$ cat config.mk
export PLATFORM = sky130hd
export DESIGN_NAME = round_watchdog_ctrl_flat
export DESIGN_NICKNAME = d
export VERILOG_FILES = /design/src/rtl/round_watchdog_if.sv /design/src/rtl/round_watchdog_ctrl.sv /design/src/flat_wrapper.sv
export SDC_FILE = /design/constraint.sdc
export NUM_CORES = 1
export LEC_CHECK = 0
export CAP_MARGIN = 20
export CORE_ASPECT_RATIO = 1.4
export CORE_MARGIN = 3
export CORE_UTILIZATION = 34
export CTS_CLUSTER_DIAMETER = 30
export DETAILED_ROUTE_END_ITERATION = 7
export DONT_BUFFER_PORTS = 1
export GPL_TIMING_DRIVEN = 0
export PLACE_DENSITY = 0.45
export SETUP_SLACK_MARGIN = 0.5
export SLEW_MARGIN = 10
export SYNTH_ARGS = -nofsm -noshare
export SYNTH_HDL_FRONTEND = slang
export SYNTH_SLANG_ARGS = --single-unit
$ cat constraint.sdc
create_clock -name clk -period 5.6 [get_ports clk]
set_clock_uncertainty 0.1 [all_clocks]
set_input_delay 1.4 -clock clk [delete_from_list [all_inputs] [get_ports clk]]
set_output_delay 1.4 -clock clk [all_outputs]
set_load 0.01 [all_outputs]
$ cat src/rtl/round_watchdog_if.sv
// Handshake bundle between the round controller and the game logic / watchdog.
// The slave modport is the controller's view; master is the environment's.
interface round_watchdog_if;
  logic       start_i;
  logic       kick_i;
  logic       abort_i;
  logic       wd_expire_i;
  logic       tick_o;
  logic       wd_enable_o;
  logic [3:0] sec_left_o;
  logic       timeout_o;
  logic [1:0] strikes_o;
  logic       game_over_o;
  logic [1:0] state_o;

  modport slave (
    input  start_i, kick_i, abort_i, wd_expire_i,
    output tick_o, wd_enable_o, sec_left_o, timeout_o, strikes_o, game_over_o, state_o
  );

  modport master (
    output start_i, kick_i, abort_i, wd_expire_i,
    input  tick_o, wd_enable_o, sec_left_o, timeout_o, strikes_o, game_over_o, state_o
  );
endinterface

$ cat src/rtl/round_watchdog_ctrl.sv
// Quiz-round controller: arms an external 1000-tick watchdog, counts down seconds,
// records timeouts as strikes and ends the game after MAX_STRIKES of them.
module round_watchdog_ctrl #(
  parameter int unsigned CLK_PER_TICK  = 50000,
  parameter int unsigned ROUND_SECONDS = 10,
  parameter int unsigned MAX_STRIKES   = 3
) (
  input  logic            clk,
  input  logic            rst,
  round_watchdog_if.slave bus
);

  localparam int unsigned   PW           = (CLK_PER_TICK > 1) ? $clog2(CLK_PER_TICK) : 1;
  localparam logic [PW-1:0] PRESCALE_MAX = PW'(CLK_PER_TICK - 1);
  localparam logic [3:0]    ROUND_LOAD   = 4'(ROUND_SECONDS);
  localparam logic [1:0]    STRIKE_MAX   = 2'(MAX_STRIKES);

  typedef enum logic [1:0] {
    IDLE    = 2'd0,
    ARMED   = 2'd1,
    EXPIRED = 2'd2,
    OVER    = 2'd3
  } state_e;

  state_e        state_q, state_d;
  logic [PW-1:0] presc_q, presc_d;
  logic [3:0]    sec_left_q, sec_left_d;
  logic [1:0]    strikes_q, strikes_d;
  logic          tick_q, tick_d;
  logic          wd_enable_q, timeout_q, game_over_q;
  logic          stay_armed;

  // NOTE: every signal written here gets a default first, so no path leaves one unassigned (no latches).
  always_comb begin
    state_d    = state_q;
    sec_left_d = sec_left_q;
    strikes_d  = strikes_q;

    case (state_q)
      IDLE: begin
        if (bus.start_i) begin
          state_d    = ARMED;
          sec_left_d = ROUND_LOAD;
        end
      end
      ARMED: begin
        // abort beats kick, kick beats the watchdog
        if (bus.abort_i || bus.kick_i) begin
          state_d = IDLE;
        end else if (bus.wd_expire_i) begin
          if (sec_left_q > 4'd1) begin
            sec_left_d = sec_left_q - 4'd1;
          end else begin
            state_d    = EXPIRED;
            sec_left_d = 4'd0;
            strikes_d  = (strikes_q >= STRIKE_MAX) ? STRIKE_MAX : strikes_q + 2'd1;
          end
        end
      end
      EXPIRED: begin
        state_d = (strikes_q == STRIKE_MAX) ? OVER : IDLE;
      end
      OVER: begin
        if (bus.start_i) begin
          state_d    = ARMED;
          sec_left_d = ROUND_LOAD;
          strikes_d  = 2'd0;
        end
      end
      default: state_d = IDLE;
    endcase

    // Prescaler only runs across consecutive ARMED cycles; any entry into ARMED starts from 0.
    stay_armed = (state_q == ARMED) && (state_d == ARMED);
    presc_d    = '0;
    tick_d     = 1'b0;
    if (stay_armed) begin
      presc_d = (presc_q == PRESCALE_MAX) ? '0 : presc_q + 1'b1;
      tick_d  = (presc_q == PRESCALE_MAX);
    end
  end

  // NOTE: sequential state uses non-blocking assignments so all flops update together at the edge.
  always_ff @(posedge clk) begin
    if (!rst) begin
      state_q     <= IDLE;
      presc_q     <= '0;
      sec_left_q  <= 4'd0;
      strikes_q   <= 2'd0;
      tick_q      <= 1'b0;
      wd_enable_q <= 1'b0;
      timeout_q   <= 1'b0;
      game_over_q <= 1'b0;
    end else begin
      state_q     <= state_d;
      presc_q     <= presc_d;
      sec_left_q  <= sec_left_d;
      strikes_q   <= strikes_d;
      tick_q      <= tick_d;
      wd_enable_q <= (state_d == ARMED);
      timeout_q   <= (state_d == EXPIRED);
      game_over_q <= (state_d == OVER);
    end
  end

  assign bus.tick_o      = tick_q;
  assign bus.wd_enable_o = wd_enable_q;
  assign bus.sec_left_o  = sec_left_q;
  assign bus.timeout_o   = timeout_q;
  assign bus.strikes_o   = strikes_q;
  assign bus.game_over_o = game_over_q;
  assign bus.state_o     = state_q;

endmodule
$ cat src/flat_wrapper.sv
// flat-port wrapper written by rule: the top's interface ports become plain ports
module round_watchdog_ctrl_flat 
#(
  parameter int unsigned CLK_PER_TICK  = 50000,
  parameter int unsigned ROUND_SECONDS = 10,
  parameter int unsigned MAX_STRIKES   = 3
)
  (clk, rst, bus_start_i, bus_kick_i, bus_abort_i, bus_wd_expire_i, bus_tick_o, bus_wd_enable_o, bus_sec_left_o, bus_timeout_o, bus_strikes_o, bus_game_over_o, bus_state_o);
  round_watchdog_if bus_i ();
  input  logic clk;
  input  logic rst;
  input wire logic [$bits(bus_i.start_i)-1:0] bus_start_i;
  input wire logic [$bits(bus_i.kick_i)-1:0] bus_kick_i;
  input wire logic [$bits(bus_i.abort_i)-1:0] bus_abort_i;
  input wire logic [$bits(bus_i.wd_expire_i)-1:0] bus_wd_expire_i;
  output wire logic [$bits(bus_i.tick_o)-1:0] bus_tick_o;
  output wire logic [$bits(bus_i.wd_enable_o)-1:0] bus_wd_enable_o;
  output wire logic [$bits(bus_i.sec_left_o)-1:0] bus_sec_left_o;
  output wire logic [$bits(bus_i.timeout_o)-1:0] bus_timeout_o;
  output wire logic [$bits(bus_i.strikes_o)-1:0] bus_strikes_o;
  output wire logic [$bits(bus_i.game_over_o)-1:0] bus_game_over_o;
  output wire logic [$bits(bus_i.state_o)-1:0] bus_state_o;
  assign bus_i.start_i = bus_start_i;
  assign bus_i.kick_i = bus_kick_i;
  assign bus_i.abort_i = bus_abort_i;
  assign bus_i.wd_expire_i = bus_wd_expire_i;
  assign bus_tick_o = bus_i.tick_o;
  assign bus_wd_enable_o = bus_i.wd_enable_o;
  assign bus_sec_left_o = bus_i.sec_left_o;
  assign bus_timeout_o = bus_i.timeout_o;
  assign bus_strikes_o = bus_i.strikes_o;
  assign bus_game_over_o = bus_i.game_over_o;
  assign bus_state_o = bus_i.state_o;
  round_watchdog_ctrl #(.CLK_PER_TICK(CLK_PER_TICK), .ROUND_SECONDS(ROUND_SECONDS), .MAX_STRIKES(MAX_STRIKES)) u_core (.clk(clk), .rst(rst), .bus(bus_i));
endmodule
==> impl.org, run 1 <==
** Clock tree
- The longest clock path from root to sink contains 2 buffers.
- Clock-pin slew was measured on the worst setup and hold paths at 0.09 ns.
- CTS placed an instance of sky130_fd_sc_hd__clkbuf_8 at the clock tree root.
- In this run the number of H-tree levels came out at 1.
- Sinks on Clock Net :: 28
- At the later pin of the worst-skew pair, clock insertion delay measures 0.27 ns.
- Inserted Clock Buffers :: 3
- Hold repair after CTS inserted 0 buffers.
- After clock tree synthesis, the repair step resized 0 gates.
- Buffers added to address setup during post-CTS repair amount to 0.
- CTS tree :: built

** Critical path
- Critical-path top delay cell :: sky130_fd_sc_hd__or4bb_1
- Register-to-register setup slack :: 3.32 ns
- The critical path is of the in2reg type.
- For this run, the slowest stage of the critical path takes 0.54 ns.
- CP top delay family :: compound AO/OA/AOI/OAI gates
- The critical path contains buffers and inverters numbering 0 combined.
- Startpoint types :: input port
- Critical path data arrival time :: 2.52 ns
- Peak fanout along the critical path :: 6
- Worst-case reg-to-reg path depth :: 8
- For the worst setup path, the data required time is 5.71 ns.
- Startpoint of the lowest-slack register-to-register path :: u_core.bus.sec_left_o[0]$_SDFFE_PN0P_
- The signal on the critical path passes through or4bb_1 -> a22o_1 -> o21bai_1 -> a21oi_1.
- In this run the critical register-to-register path is captured at u_core.presc_q[14]$_SDFF_PP0_.
- The worst setup path is captured at a register.

** Global routing
- Via count of the first global-routing pass :: 1126
- GRT overflow :: 0
- Global router's overall resource usage :: 13.70%
- Number of antenna violations at the first check in global routing :: 0
- Entering global routing, the biggest net connects 16 pins.
- The first global-routing pass estimated 5140 microns of wire.

** Synth
- Post-synthesis average cell area :: roughly 9.0 sq um
- Synth warn :: 0
- Synth unique cells :: 40
- Post-synthesis sequential area ratio :: 40.62%
- Synthesis produced a netlist with a net count of 166.
- The synthesized netlist occupies a cell area of about 1400 sq um.
- In the synthesized netlist the dominant register cell turns out to be sky130_fd_sc_hd__dfxtp_1.
- In this run, synthesis inferred 0 flip-flops with an integrated enable.
- Synthesis inferred 28 register bits.
- Gate count after technology mapping :: 154
- Of all flip-flops after synthesis, the portion carrying an async set or reset was 0%.

** Timing
- Setup Viol. Count Final :: 0
- For the pin with the worst max-slew slack, the measured transition is 0.4375 ns.
- For the final routed database, the setup TNS stands at 0 ns.
- Final Hold Vio Count :: 0
- Setup repair after global routing left no endpoint under its margin.
- Of the available clock period, the critical path in the final layout requires between 40% and 50%.
- Upper clock frequency limit :: 414.6 MHz
- The worst path in the final design needs a cycle of 2.412 ns, including I/O delays and setup.
- The total count of max-transition violations in the final report was 0.
- Headroom to the max-slew limit came out at 70.61%.

** Routing
- The detailed router placed 1103 vias in this run.
- In this run the remaining antenna-violating nets after routing total 0.
- Initial DRC Count :: 18
- The first detailed-routing pass took 4 iterations.
- Post-DR wirelength/cell :: 14.42 microns
- In the routed layout, each cell is associated on average with a via count of 5.515.
- Wire length after detailed routing :: 2884 microns
- DR DRC count :: 0

** Layout
- Leaving out fill and tap cells, the most frequent cell in the layout is sky130_fd_sc_hd__dfxtp_1.
- The number of antenna diodes in the final layout is 0.
- Share of final-layout standard cells stronger than drive strength 1 :: 8.228%
- Final nets :: 171
- In the layout the commonest cells are sky130_fd_sc_hd__dfxtp_1, sky130_fd_sc_hd__nor3_1, sky130_fd_sc_hd__inv_1, sky130_fd_sc_hd__nor2_1, sky130_fd_sc_hd__xnor2_1.
- Count of fill cells added during filler insertion :: 401
- Area growth from synthesis to layout :: 7.797%
- Cells fill 39.42% of the core in the end.

** Power and ir drop
- In this run the power density over the cells is ~250 nW/um^2.
- Cell internal power was estimated by the tool at between 0.0002 and 0.0003 W.
- The analysis attributes to net switching a power of a little under 0.00009 W.
- Switching share of power :: between 20% and 30%
- P_leak :: ~0.47 nW
- Combinational cell fraction of total power :: 9.4%
- IR analysis of the VDD net gives a maximum drop of 0.1011 mV.
- Clock share of power :: between 30% and 40%
- Sequential cells burn 56.8% of the power.

** Min path
- Counting instances, the worst hold path has a depth of 1.
- Worst Min Path Start :: u_core.presc_q[0]$_SDFF_PP0_
- Class of the tightest hold or removal check :: reg2reg
- Hold Path End :: u_core.presc_q[0]$_SDFF_PP0_

** Floorplan
- The die is approximately 80 microns tall.
- Core region area :: 3774 sq um
- Site row count :: 26
- Io pins :: 18
- The floorplan step set the die width to 59.85 microns.
- Die area :: around 4900 sq um
- For this configuration, the core starts out at a cell density of a little over a third.

** Placement
- Final HPWL from detailed placement :: 2202 microns
- I/O Buffers :: 0
- Final weighted congestion in routability-driven placement :: roughly 0.7

** Flow run
- Max capacitance violation total :: 0

** Status
- Status :: completed
==> area by class of cell <==
| cell class | instances | area [sq um] | area share (%) |
|---|---|---|---|
| Inverter | 10 | 37.54 | 2.523 |
| Sequential cell | 28 | 560.5 | 37.68 |
| Clock buffer | 4 | 55.05 | 3.701 |
| Tap cell | 42 | 52.55 | 3.532 |
| Multi-Input combinational cell | 112 | 758.2 | 50.97 |
| Buffer | 4 | 23.77 | 1.598 |
==> flip-flops by register name, summed over array words and instances, names as in the netlist <==
signal                  cells
u_core.bus.wd_enable_o      1
u_core.presc_q             16
u_core.bus.tick_o           1
u_core.bus.strikes_o        2
u_core.bus.game_over_o      1
u_core.bus.sec_left_o       4
u_core.bus.state_o          2
u_core.bus.timeout_o        1
==> power by group through the flow <==
stage                     sequential, W  combinational, W  clock [W]
after floorplan                0.000213         0.0000278          0
after global placement         0.000214         0.0000339          0
after detailed placement       0.000214         0.0000349          0
after CTS                      0.000210         0.0000351   0.000130
after global routing           0.000210         0.0000402   0.000137
final                          0.000210         0.0000347   0.000125
==> synthesized netlist by cell type (2+ instances only) <==
| library cell | count | share of area (%) |
|---|---|---|
| sky130_fd_sc_hd__dfxtp_1 | 28 | 41 |
| sky130_fd_sc_hd__ha_1 | 6 | 5.4 |
| sky130_fd_sc_hd__o21ai_0 | 5 | 1.8 |
| sky130_fd_sc_hd__inv_1 | 10 | 2.7 |
| sky130_fd_sc_hd__nand3_1 | 7 | 2.5 |
| sky130_fd_sc_hd__a31oi_1 | 2 | 0.91 |
| sky130_fd_sc_hd__nor3b_1 | 2 | 1.1 |
| sky130_fd_sc_hd__clkbuf_1 | 2 | 0.54 |
| sky130_fd_sc_hd__a41oi_1 | 2 | 1.3 |
| sky130_fd_sc_hd__nor2_1 | 10 | 2.7 |
| sky130_fd_sc_hd__nand4_1 | 6 | 2.7 |
| sky130_fd_sc_hd__o21bai_1 | 2 | 1.1 |
| sky130_fd_sc_hd__a21oi_1 | 6 | 2.2 |
| sky130_fd_sc_hd__and2_1 | 2 | 0.91 |
| sky130_fd_sc_hd__xnor2_1 | 10 | 6.3 |
| sky130_fd_sc_hd__xor2_1 | 4 | 2.5 |
| sky130_fd_sc_hd__nor3_1 | 18 | 6.5 |
| sky130_fd_sc_hd__nor4_1 | 5 | 2.3 |
| sky130_fd_sc_hd__nor2b_1 | 2 | 0.91 |
| sky130_fd_sc_hd__nand2_1 | 5 | 1.4 |
==> cell families (layout without fill, tap and decap cells) <==
kind of cell | after synthesis | in the layout | share of synthesized area [%]
buffers and inverters | 14 | 18 | 4.443
AND/OR/NAND/NOR | 70 | 70 | 30.28
AO/OA/AOI/OAI | 22 | 22 | 10.34
adder cells (fa/ha/maj) | 6 | 6 | 5.440
XOR/XNOR | 14 | 14 | 8.884
flip-flops | 28 | 28 | 40.62
==> per-stage QoR <==
step	power [W]	area, sq um	setup slack, ns	hold slack, ns	cells
2_1_floorplan	0.0002407	1380	2.985	0.3652	154
3_3_place_gp	0.0002483	1433	2.906	0.3897	196
3_5_place_dp	0.0002494	1433	2.871	0.4028	196
4_1_cts	0.0003752	1488	3.173	0.4168	200
5_1_grt	0.0003874	1488	3.023	0.4564	200
6_report	0.0003690	1488	3.188	0.4102	200
==> metal layers <==
metal,GRT usage (%),part of all wire (%),wire (microns),up-vias
li1,-,-,-,566
met5,0,0,0,-
met1,14.09,40,1163,515
met2,25.54,54,1559,18
met4,6.652,2.0,57,0
met3,2.544,3.6,103,4
==> worst max-delay path by stage <==
stage                                                  endpoint                             startpoint  slack (ns)  cells after the start
after floorplan           u_core.bus.sec_left_o[0]$_SDFFE_PN0P_                             bus_kick_i        2.99                      3
after global placement            u_core.presc_q[13]$_SDFF_PP0_                             bus_kick_i        2.91                      4
after detailed placement  u_core.bus.sec_left_o[3]$_SDFFE_PN0P_                             bus_kick_i        2.87                      4
after CTS                 u_core.bus.sec_left_o[3]$_SDFFE_PN0P_                             bus_kick_i        3.17                      4
after global routing              u_core.presc_q[14]$_SDFF_PP0_  u_core.bus.sec_left_o[0]$_SDFFE_PN0P_        3.02                      8
final                     u_core.bus.sec_left_o[3]$_SDFFE_PN0P_                             bus_kick_i        3.19                      4
==> worst register-to-register path, cell delays in order, from the launching register on <==
cell	delay, ns
sky130_fd_sc_hd__dfxtp_1	0.48
sky130_fd_sc_hd__inv_1	0.08
sky130_fd_sc_hd__ha_1	0.22
sky130_fd_sc_hd__or2_2	0.27
sky130_fd_sc_hd__clkbuf_1	0.17
sky130_fd_sc_hd__nand3_1	0.19
sky130_fd_sc_hd__nand4_2	0.24
sky130_fd_sc_hd__buf_2	0.28
sky130_fd_sc_hd__nor3_1	0.19
(Power assumes the default switching activity.)
==> run 2, diff against run 1 <==
- ABC_AREA: unset -> 1
- clock period: 5.6 -> 2.3 ns (I/O delays scaled with it)
==> run 2 against run 1 <==
Critical path depth is 7 higher; synthesized cell count grew 27%; sequential share of layout area decreased by 5.1 points; sequential cell count unchanged; final area rose by 19%; worst setup slack got worse by 2.7 ns; first-iteration DRC count rose by 44%; critical endpoint is now u_core.presc_q[1]$_SDFF_PP0_; largest power group unchanged.
==> impl.org, run 2 <==
** Status
- Status :: completed

** Placement
- The post-detailed-placement cell area is 1484 sq um (+3.6%).
- The port buffer count is 0 (unchanged).
- Final weighted congestion in routability-driven placement :: 0.8245 (+18%)
- The detailed placement HPWL was 2360 microns (+7.2%).

** Layout
- The finished layout cell area was 1773 sq um (+19%).
- The antenna diode count came to 0 (unchanged).
- Count of fill cells added during filler insertion :: 411 (+2.5%)
- The flip-flop count of the largest register, all copies and words added came to 16 (unchanged).
- Share of final-layout standard cells stronger than drive strength 1 :: 24.40% (+16 points)
- Final nets :: 222 (+30%)
- More flip-flops sit in one register than any other, and that register is u_core.presc_q.
- The sequential cell area was 576.8 sq um (+2.9%).
- Commonest cells after routing, fill and taps aside :: sky130_fd_sc_hd__nor2_1, sky130_fd_sc_hd__inv_1, sky130_fd_sc_hd__nand2_1
- The area growth from synthesis to layout is 24.08%.
- Area of combinational cells with multiple inputs :: 835.8 sq um (+10%)
- Leading cell type in the layout, fill and taps excluded :: sky130_fd_sc_hd__nor2_1

** Critical path
- The data arrival time of the critical path came to 1.91 ns (-0.61 ns).
- The data required time of the critical path is 2.42 ns (-3.29 ns).
- Startpoint of the lowest-slack register-to-register path :: u_core.bus.state_o[0]$_SDFF_PN0_
- The worst setup path is captured at a register.
- By startpoint and endpoint, the worst setup path is classified as reg2reg.
- Traced cell by cell, the critical path runs through inv_4 -> ha_4 -> o21ai_2 -> nand2_1 -> nand2_1 -> nand2_2 -> nand2_4 -> nor2_4 -> nand3_4 -> clkbuf_16 -> nor2_2.
- The sum of buffers and inverters on the critical path was 2 (+2).
- Delay contributed by the slowest stage of the critical path :: 0.43 ns (-0.11 ns)
- Worst Setup SP :: u_core.bus.state_o[0]$_SDFF_PN0_
- Startpoint types :: register
- The slowest stage of the critical path is the sky130_fd_sc_hd__dfxtp_4 cell.
- Peak fanout along the critical path :: 6 (unchanged)
- CP top delay family :: simple AND/OR/NAND/NOR gates
- Most frequent cell on the critical path :: sky130_fd_sc_hd__nand2_1

** Routing
- Number of vias per cell :: 4.841 (-12%)
- Drt pass-1 iters :: 4 (unchanged)
- Initial DRC Count :: 26 (+8)
- The total wire length after detailed routing was 3138 microns (+8.8%).
- The remaining number of nets flagged by the antenna check after routing is 0 (unchanged).
- Length of routed met3 wiring :: 104 microns (+0.97%)
- Post-DR wirelength/cell :: 12.45 microns (-14%)
- Uppermost signal routing layer after detailed routing :: met4
- The routed length on met1 came to 1198 microns (+3.0%).
- Met2 wirelength from detailed routing :: 1771 microns (+14%)
- DR DRC count :: 0 (unchanged)
- Vias after detailed routing :: 1220 (+11%)

** Synth
- The register bit count reported by yosys came to 28 (unchanged).
- The instance count of the mapped netlist is 195 (+27%).
- The async set-or-reset flop fraction in the synthesized netlist came to 0% (unchanged).
- The portion of the post-synthesis area used by sequential elements is 39.23% (-1.4 points).
- The synthesized design spends more area on one cell type than any other, namely sky130_fd_sc_hd__dfxtp_1.
- Most instantiated library cell after synthesis :: sky130_fd_sc_hd__nor2_1
- Synth warn :: 0 (unchanged)
- The cell area after technology mapping was 1429 sq um (+3.5%).
- The net count after synthesis was 207 (+25%).
- Yosys top cell area share :: 39.23% (-1.4 points)
- Post-synthesis average cell area :: 7.328 sq um (-18%)
- The count of flip-flops with a built-in enable after synthesis is 0 (unchanged).
- Most area-consuming cells after synthesis :: sky130_fd_sc_hd__dfxtp_1, sky130_fd_sc_hd__nor2_1, sky130_fd_sc_hd__inv_1, sky130_fd_sc_hd__nand2_1, sky130_fd_sc_hd__xor2_1
- The distinct cell type count of the synthesized netlist was 20 (-50%).
- The commonest cells after synthesis are sky130_fd_sc_hd__nor2_1, sky130_fd_sc_hd__inv_1, sky130_fd_sc_hd__dfxtp_1.
- Top_reg_cell synth :: sky130_fd_sc_hd__dfxtp_1

** Timing
- Counting I/O delays and the setup requirement, the final critical path takes 1.792 ns.
- Period Utilization, post-route :: between 70 and 80%
- Derived from the worst setup path, the maximum achievable clock frequency is 557.9 MHz.
- The number of endpoints failing setup at the final stage was 0 (unchanged).
- The setup TNS after final layout came to 0 ns (unchanged).
- Relative slew slack :: 78.03% (+7.4 points)
- Setup repair after global routing missed its margin :: true
- Final Max Tran Viols :: 0 (unchanged)
- The transition time of the tightest slew-check pin was 0.3282 ns (-0.1094 ns).
- The final hold violation count is 0 (unchanged).

** Power and ir drop
- The areal power density over the cells was 629.4 nW/um^2 (+150%).
- Switching share of power :: 26.41% (+2.2 points)
- Cell-internal power :: 0.0008212 W (+190%)
- The power share of the combinational group is 17.4% (+8.0 points).
- Sequential cell fraction of total power :: 48.6% (-8.2 points)
- The switching power was 0.0002947 W (+230%).
- P_leak :: 0.6469 nW (+39%)
- VDD IR max :: 0.3199 mV (+220%)
- The share of power burned in the clock network was 34.0% (+0.2 points).

** Clock tree
- The sink count of the clock tree came to 28 (unchanged).
- TritonCTS built the clock tree.
- Inserted Clock Buffers :: 3 (unchanged)
- The quantity of hold-fixing buffers added after cts is 0 (unchanged).
- Skew-Pair Late Insertion Delay :: 0.27 ns (about the same)
- Buffer levels on the longest clock path :: 2 (unchanged)
- The clock input transition at the sequential cells of the worst setup and hold paths is 0.09 ns (about the same).
- The number of levels in the clock H-tree came to 1 (unchanged).
- CTS placed an instance of sky130_fd_sc_hd__clkbuf_8 at the clock tree root.

** Floorplan
- The height of the die is 82.71 microns (+1.6%).
- The area of the core was 3986 sq um (+5.6%).
- Site row count :: 27 (+3.8%)
- The I/O pin count came to 18 (unchanged).
- The starting utilization of the core area was 35.84% (-0.73 points).
- Die area :: 5028 sq um (+3.2%)
- The horizontal die dimension was 60.79 microns (+1.6%).

** Global routing
- GRT overflow :: 0 (unchanged)
- The via count of the first global-routing pass came to 1206 (+7.1%).
- The initial antenna violation count came to 0 (unchanged).
- The wire length of the first global-routing pass was 5230 microns (+1.8%).
- The largest net degree at the start of global routing is 17 (+1).
- The global router's overall resource usage is 13.82% (+0.12 points).

** Min path
- The worst hold path belongs to the class in2reg.
- The startpoint identified for the worst hold timing path is rst.

** Flow run
- Max capacitance violation total :: 0 (unchanged)
[run 2: cell count changes in the layout (fill, tap and decap cells not counted), moves of 4 or more]
cell,delta
sky130_fd_sc_hd__xnor2_1,-5
sky130_fd_sc_hd__nand2_1,+19
sky130_fd_sc_hd__ha_1,-4
sky130_fd_sc_hd__nor2_1,+25
sky130_fd_sc_hd__dfxtp_4,+4
sky130_fd_sc_hd__dfxtp_1,-5
sky130_fd_sc_hd__buf_4,+8
sky130_fd_sc_hd__nor2_4,+8
sky130_fd_sc_hd__inv_1,+15
sky130_fd_sc_hd__nor3_1,-9
sky130_fd_sc_hd__xor2_1,+6
sky130_fd_sc_hd__nor2_2,+5
sky130_fd_sc_hd__inv_2,+5
sky130_fd_sc_hd__nor4_1,-5
[run 2: cells by family after synthesis]
kind of cell	after synthesis	synth area share (%)
AO/OA/AOI/OAI	13	4.729
XOR/XNOR	15	9.194
adder cells (fa/ha/maj)	6	5.254
buffers and inverters	32	8.932
flip-flops	28	39.23
AND/OR/NAND/NOR	101	32.66
[run 2: final cells by class]
class | instances | share of cell area (%)
plain buffers | 1 | 1.129
clock buffers | 3 | 2.329
clock inverters | 1 | 1.694
inverters | 31 | 6.704
multi-input cells | 135 | 47.14
flip-flops and latches | 28 | 32.53
well taps | 43 | 3.035
repair buffers | 10 | 5.434
[run 2: path summary, 6_finish.rpt]
kind,endpoint,slack (ns),depth (start not counted)
max reg2reg,u_core.presc_q[1]$_SDFF_PP0_,0.51,11
min reg2reg,u_core.presc_q[0]$_SDFF_PP0_,0.34,1
max,u_core.presc_q[1]$_SDFF_PP0_,0.51,11
min,u_core.bus.state_o[0]$_SDFF_PN0_,0.31,2
[run 2: power groups by stage]
stage	clock (W)	sequential, W	combinational, W
after floorplan	0	0.000541	0.000116
after global placement	0	0.000548	0.000141
after detailed placement	0	0.000549	0.000145
after CTS	0.000398	0.000542	0.000159
after global routing	0.000416	0.000546	0.000217
final	0.000379	0.000542	0.000195
[run 2: worst register-to-register path, delay by kind of cell (launching register included)]
kind,cells,cell delay (ns)
adder cells (fa/ha/maj),1,0.28
flip-flops,1,0.43
buffers and inverters,2,0.25
AO/OA/AOI/OAI,1,0.05
AND/OR/NAND/NOR,7,0.63
[run 2: layer usage]
metal | vias up | global-route usage (%)
li1 | 633 | -
met1 | 565 | 14.03
met2 | 18 | 25.80
met3 | 4 | 3.421
met4 | 0 | 6.074
met5 | - | 0
[run 2: timing repair]
item	in CTS	in global routing
setup endpoints to repair	20	20
gates cloned	0	1
pin swaps	0	9
buffers inserted	2	7
resized for setup	16	24
[run 2: stage by stage]
step	total power [W]	worst slack, ns	hold WS, ns	cells	util [%]
after floorplan	0.0006564	0.5539	0.3274	195	-
after global placement	0.0006889	0.2635	0.3421	238	37.23
after detailed placement	0.0006943	0.2411	0.3537	238	37.23
after CTS	0.001099	0.4908	0.3308	244	40.77
after global routing	0.001179	0.4139	0.3091	252	44.48
final	0.001116	0.5076	0.3146	252	44.48
